`src/rtl/wb_trace_buffer_if.sv`:
```
// Bundle of the writer-side capture signals and the reader-side head-entry handshake
// for wb_trace_buffer. STAMP_W must match the buffer's STAMP_W.
interface wb_trace_buffer_if #(
  parameter int STAMP_W = 16
);
  logic               reg_write;
  logic [4:0]         write_reg;
  logic [31:0]        write_data;
  logic               capture_en;
  logic               out_ready;
  logic               out_valid;
  logic [4:0]         out_reg;
  logic [31:0]        out_data;
  logic [STAMP_W-1:0] out_stamp;

  modport master (
    output reg_write, write_reg, write_data, capture_en, out_ready,
    input  out_valid, out_reg, out_data, out_stamp
  );

  modport slave (
    input  reg_write, write_reg, write_data, capture_en, out_ready,
    output out_valid, out_reg, out_data, out_stamp
  );
endinterface

```
`src/rtl/wb_trace_buffer.sv`:
```
// Register-file write trace FIFO: cycle-stamped capture, head-entry readout, sticky overflow.
// Optional feature macro: WB_TRACE_SKIP_R0_EN (when defined, writes to register 0 are not traced).
module wb_trace_buffer #(
  parameter int DEPTH   = 8,
  parameter int STAMP_W = 16
) (
  input  logic                   clock,
  input  logic                   reset,
  wb_trace_buffer_if.slave       bus,
  input  logic                   clr_ovf,
  output logic [$clog2(DEPTH):0] count,
  output logic                   overflow,
  output logic [7:0]             drop_count
);
  localparam int PTR_W = $clog2(DEPTH);
  localparam int CNT_W = PTR_W + 1;

  logic [STAMP_W-1:0] stamp;
  logic [STAMP_W-1:0] mem_stamp [DEPTH];
  logic [4:0]         mem_reg   [DEPTH];
  logic [31:0]        mem_data  [DEPTH];
  logic [PTR_W-1:0]   wr_ptr;
  logic [PTR_W-1:0]   rd_ptr;
  logic               capture_req;
  logic               empty;
  logic               full;
  logic               push;
  logic               pop;
  logic               drop;

`ifdef WB_TRACE_SKIP_R0_EN
  assign capture_req = bus.reg_write && bus.capture_en && (bus.write_reg != 5'd0);
`else
  assign capture_req = bus.reg_write && bus.capture_en;
`endif

  assign empty = (count == '0);
  assign full  = (count == CNT_W'(DEPTH));
  assign pop   = !empty && bus.out_ready;
  // A full FIFO still accepts a capture when the head leaves in the same cycle.
  assign push  = capture_req && (!full || pop);
  assign drop  = capture_req && !push;

  // Entry storage is deliberately not reset; it is unobservable while count is 0.
  always_ff @(posedge clock) begin
    if (push && !reset) begin
      mem_stamp[wr_ptr] <= stamp;
      mem_reg[wr_ptr]   <= bus.write_reg;
      mem_data[wr_ptr]  <= bus.write_data;
    end
  end

  always_ff @(posedge clock) begin
    if (reset) begin
      wr_ptr     <= '0;
      rd_ptr     <= '0;
      count      <= '0;
      stamp      <= '0;
      overflow   <= 1'b0;
      drop_count <= 8'd0;
    end else begin
      stamp <= stamp + STAMP_W'(1);
      if (push) wr_ptr <= wr_ptr + PTR_W'(1);
      if (pop)  rd_ptr <= rd_ptr + PTR_W'(1);
      if (push && !pop)
        count <= count + CNT_W'(1);
      else if (pop && !push)
        count <= count - CNT_W'(1);
      // A drop coinciding with a clear restarts the accounting at one drop.
      if (clr_ovf) begin
        overflow   <= drop;
        drop_count <= drop ? 8'd1 : 8'd0;
      end else if (drop) begin
        overflow <= 1'b1;
        if (drop_count != 8'hFF) drop_count <= drop_count + 8'd1;
      end
    end
  end

  assign bus.out_valid = !empty;
  assign bus.out_reg   = empty ? 5'd0 : mem_reg[rd_ptr];
  assign bus.out_data  = empty ? 32'd0 : mem_data[rd_ptr];
  assign bus.out_stamp = empty ? '0 : mem_stamp[rd_ptr];
endmodule

```
`src/flat_wrapper.sv`:
```
// flat-port wrapper written by rule: the top's interface ports become plain ports
module wb_trace_buffer_flat 
#(
  parameter int DEPTH   = 8,
  parameter int STAMP_W = 16
)
  (clock, reset, clr_ovf, count, overflow, drop_count, bus_reg_write, bus_write_reg, bus_write_data, bus_capture_en, bus_out_ready, bus_out_valid, bus_out_reg, bus_out_data, bus_out_stamp);
  wb_trace_buffer_if #(.STAMP_W(STAMP_W)) bus_i ();
  input  logic clock;
  input  logic reset;
  input  logic clr_ovf;
  output logic [$clog2(DEPTH):0] count;
  output logic overflow;
  output logic [7:0] drop_count;
  input wire logic [$bits(bus_i.reg_write)-1:0] bus_reg_write;
  input wire logic [$bits(bus_i.write_reg)-1:0] bus_write_reg;
  input wire logic [$bits(bus_i.write_data)-1:0] bus_write_data;
  input wire logic [$bits(bus_i.capture_en)-1:0] bus_capture_en;
  input wire logic [$bits(bus_i.out_ready)-1:0] bus_out_ready;
  output wire logic [$bits(bus_i.out_valid)-1:0] bus_out_valid;
  output wire logic [$bits(bus_i.out_reg)-1:0] bus_out_reg;
  output wire logic [$bits(bus_i.out_data)-1:0] bus_out_data;
  output wire logic [$bits(bus_i.out_stamp)-1:0] bus_out_stamp;
  assign bus_i.reg_write = bus_reg_write;
  assign bus_i.write_reg = bus_write_reg;
  assign bus_i.write_data = bus_write_data;
  assign bus_i.capture_en = bus_capture_en;
  assign bus_i.out_ready = bus_out_ready;
  assign bus_out_valid = bus_i.out_valid;
  assign bus_out_reg = bus_i.out_reg;
  assign bus_out_data = bus_i.out_data;
  assign bus_out_stamp = bus_i.out_stamp;
  wb_trace_buffer #(.DEPTH(DEPTH), .STAMP_W(STAMP_W)) u_core (.clock(clock), .reset(reset), .bus(bus_i), .clr_ovf(clr_ovf), .count(count), .overflow(overflow), .drop_count(drop_count));
endmodule
```
`config.mk`:
```
export PLATFORM = sky130hd
export DESIGN_NAME = wb_trace_buffer_flat
export DESIGN_NICKNAME = d
export VERILOG_FILES = /design/src/rtl/wb_trace_buffer_if.sv /design/src/rtl/wb_trace_buffer.sv /design/src/flat_wrapper.sv
export SDC_FILE = /design/constraint.sdc
export NUM_CORES = 1
export LEC_CHECK = 0
export CORE_UTILIZATION = 50
export CTS_CLUSTER_DIAMETER = 60
export CTS_CLUSTER_SIZE = 12
export DETAILED_ROUTE_END_ITERATION = 7
export GPL_TIMING_DRIVEN = 0
export PLACE_DENSITY = 0.66
export RECOVER_POWER = 25
export REMOVE_ABC_BUFFERS = 1
export SETUP_SLACK_MARGIN = 0.02
export SYNTH_ARGS = -nofsm -noshare
export SYNTH_HDL_FRONTEND = slang
export SYNTH_SLANG_ARGS = --single-unit
```
`constraint.sdc`:
```
create_clock -name clock -period 16.25 [get_ports clock]
set_input_delay 3.25 -clock clock [delete_from_list [all_inputs] [get_ports clock]]
set_output_delay 3.25 -clock clock [all_outputs]
set_load 0.02 [all_outputs]
```
==> metrics.txt <==
status=completed; kind of critical path=reg2out; xor and xnor area share after synthesis=0.838%; area occupied by multi-input gates=4130 um^2; post-cts resize count=0; Synth cell types=38; critical path arrival=3.34 ns; sequential area share after synthesis=75.9%; Skew-Pair Late Insertion Delay=0.53 ns; cts bufs inserted=44; CTS tree=built; first-pass GRT wire length=51800 um; worst-margin pin slew=1.33 ns; post-synthesis mux area share=16.7%; Post-synth EDFFs=424; main combinational cell family by area after synthesis=multiplexers; non-filler instance count after layout=1493; Port-buffer cells=109; top cells by area, synth=edfxtp_1 (72%), mux4_2 (13%), dfxtp_1 (4.3%), mux2i_1 (3.1%), nor2_1 (1.9%); Worst EP required=13.00 ns; Filler Cell Count=2443; Ys Warns=0; syn avg cell area=20.3 um^2; Routed WL per cell=22.4 um; largest net degree at the start of global routing=60; fin util=60.7%; I/O Pins=110; htree depth=2; post-synth top area share=71.6%; Setup crit start kind=flop; most numerous cell in the Yosys netlist=edfxtp_1; cts hold-fix bufs=0; count of state elements after synthesis=462; worst stage delay on the critical path=0.72 ns; CP max FO=41; most used cell, CP=buf_16; initial antenna violation count=0; Post-Layout Inst Area=21100 um^2; Area growth syn-to-layout=18.8%; leading area contributor after synthesis=edfxtp_1; Die ar.=36300 um^2; Cells after Synth=877; CP Cell Sequence=buf_16 > buf_16 > mux4_2 > mux2i_1 > nor2_1 > clkdlybuf4s50_1; Cell Pwr Density=140 nW/um^2; Compound-Gate Fraction of Synth Area=1.05%; fin crit share=40.6%; RSZ-0062 raised after global routing=false; Worst slew margin=11.4%; Synth async-reset ratio=0%; GR Overflow Total=0; Post-Route WL=33500 um; peak supply drop=0.105 mV; placed cell count=1430; placed wire-length estimate=19500 um; initial core utilization=51.1%; Final Hold Vio Count=0; Lkg Pwr=6.47 nW; Commonest cells post-synth=edfxtp_1 (424), mux4_2 (106), nor2_1 (88); Die Y=191 um; Reg clk slew, reported paths=0.06 ns; Setup TNS=0 ns; row cnt=68; Adder-Cell Fraction of Synth Area=0.605%; Root Driver=clkbuf_16; CORE AREA=34800 um^2; FF+latch area=13500 um^2; routed via count=8454; Slowest cell on crit path=dfxtp_4; DRT Pass-1 Iters=4; vias in the first global route=8910; simple-gate share of the synthesized area=3.74%; Fin Hold WS=0.478 ns; CP Capture Type=output pin; final RePlAce weighted congestion=0.657; Total GRT Usage=19.1%; n_diodes=0; Max Slew Vio Count=0; Die W=191 um; NumNets Final=1072; Setup Buffers After CTS=0; post-route ant nets=0; Post-Synthesis Cell Area=17800 um^2; worst hold path class=reg2reg; minimum clock period=6.59 ns; Residual DRC=0; share of layout cells above drive strength 1=19.7%; Synth Flop Type=edfxtp_1; placed inst area=19900 um^2; clk buf depth=3; Max Clock Skew=0.00838 ns; clock sink count=462; initial DRC count=552; max-cap violations=0; FMAX=152 MHz; max FFs per register=256; number of vias per cell=5.66; final setup fails=0
==> path summary, 6_finish.rpt <==
check	depth (start not counted)	endpoint	from	slack [ns]
worst max register to register	11	u_core.count[3]	u_core.count[0]	13.03
worst min-delay path	2	flop	u_core.rd_ptr[1]	0.48
worst min register to register	2	flop	u_core.rd_ptr[1]	0.48
worst max-delay path	6	bus_out_data[13]	flop	9.66
==> power by group <==
| group | internal [W] | switching, W | leakage (nW) | total, W |
|---|---|---|---|---|
| registers | 0.00131 | 0.0000365 | 4.16 | 0.00135 |
| logic | 0.000364 | 0.000367 | 1.73 | 0.000730 |
| clock network | 0.000493 | 0.000394 | 0.574 | 0.000888 |
| total | 0.00217 | 0.000797 | 6.47 | 0.00297 |
==> routing by layer <==
| layer | wire (um) | track usage, % | up-vias | share of wire [%] |
|---|---|---|---|---|
| met5 | 0 | 0 | - | 0 |
| met4 | 622 | 4.95 | 0 | 1.9 |
| met3 | 1510 | 2.48 | 52 | 4.5 |
| met2 | 16400 | 31.0 | 189 | 49 |
| met1 | 14900 | 27.6 | 4390 | 45 |
| li1 | - | - | 3823 | - |
==> area by class of cell <==
| cell class | instances | area share, % |
|---|---|---|
| well taps | 455 | 2.70 |
| multi-input cells | 363 | 19.6 |
| flip-flops and latches | 462 | 63.9 |
| clock buffers | 60 | 5.50 |
| clock inverters | 3 | 0.136 |
| repair buffers | 141 | 8.02 |
| inverters | 9 | 0.160 |
==> worst max-delay path, delay by kind of cell, from the launching register on <==
kind	cells	cell delay, ns
DFF	1	0.72
and+or+nand+nor	1	0.07
muxes	2	0.69
buffers and inverters	3	1.28
==> per-stage QoR <==
step	total power [W]	worst slack (ns)
after floorplan	0.00182	7.58
after global placement	0.00216	2.92
after detailed placement	0.00212	9.43
after CTS	0.00301	9.56
after global routing	0.00309	9.43
final	0.00297	9.66
==> cell families (layout without fill, tap and decap cells) <==
family / after synthesis / in the layout
AOI/OAI and AO/OA: 29 / 29
xor gates and xnor gates: 17 / 17
adders and majority gates: 8 / 8
buffers and inverters: 52 / 213
DFF: 462 / 462
muxes: 163 / 163
and+or+nand+nor: 146 / 146
==> layout by cell type (no fill, tap or decap), types with 2 or more instances in the layout <==
master           count
edfxtp_1           424
mux4_2             106
clkdlybuf4s50_1     93
nor2_1              81
mux2i_1             55
clkbuf_16           44
dfxtp_1             35
clkbuf_1            16
dlygate4sd3_1       16
a21oi_1             14
nand3_1             13
buf_6               11
buf_12              10
inv_1                9
nand2_1              9
xor2_1               9
buf_16               9
xnor2_1              8
nor2_4               7
ha_1                 7
or4_1                6
nand2b_1             5
nand4_1              4
nor3_1               4
o31ai_1              4
or3_1                3
nor4_1               3
nor2b_1              3
o41ai_1              3
or2_2                3
dfxtp_4              3
nor3_2               2
mux2_2               2
o21ai_0              2
buf_8                2
No activity file was read; power rests on OpenSTA's default activity.
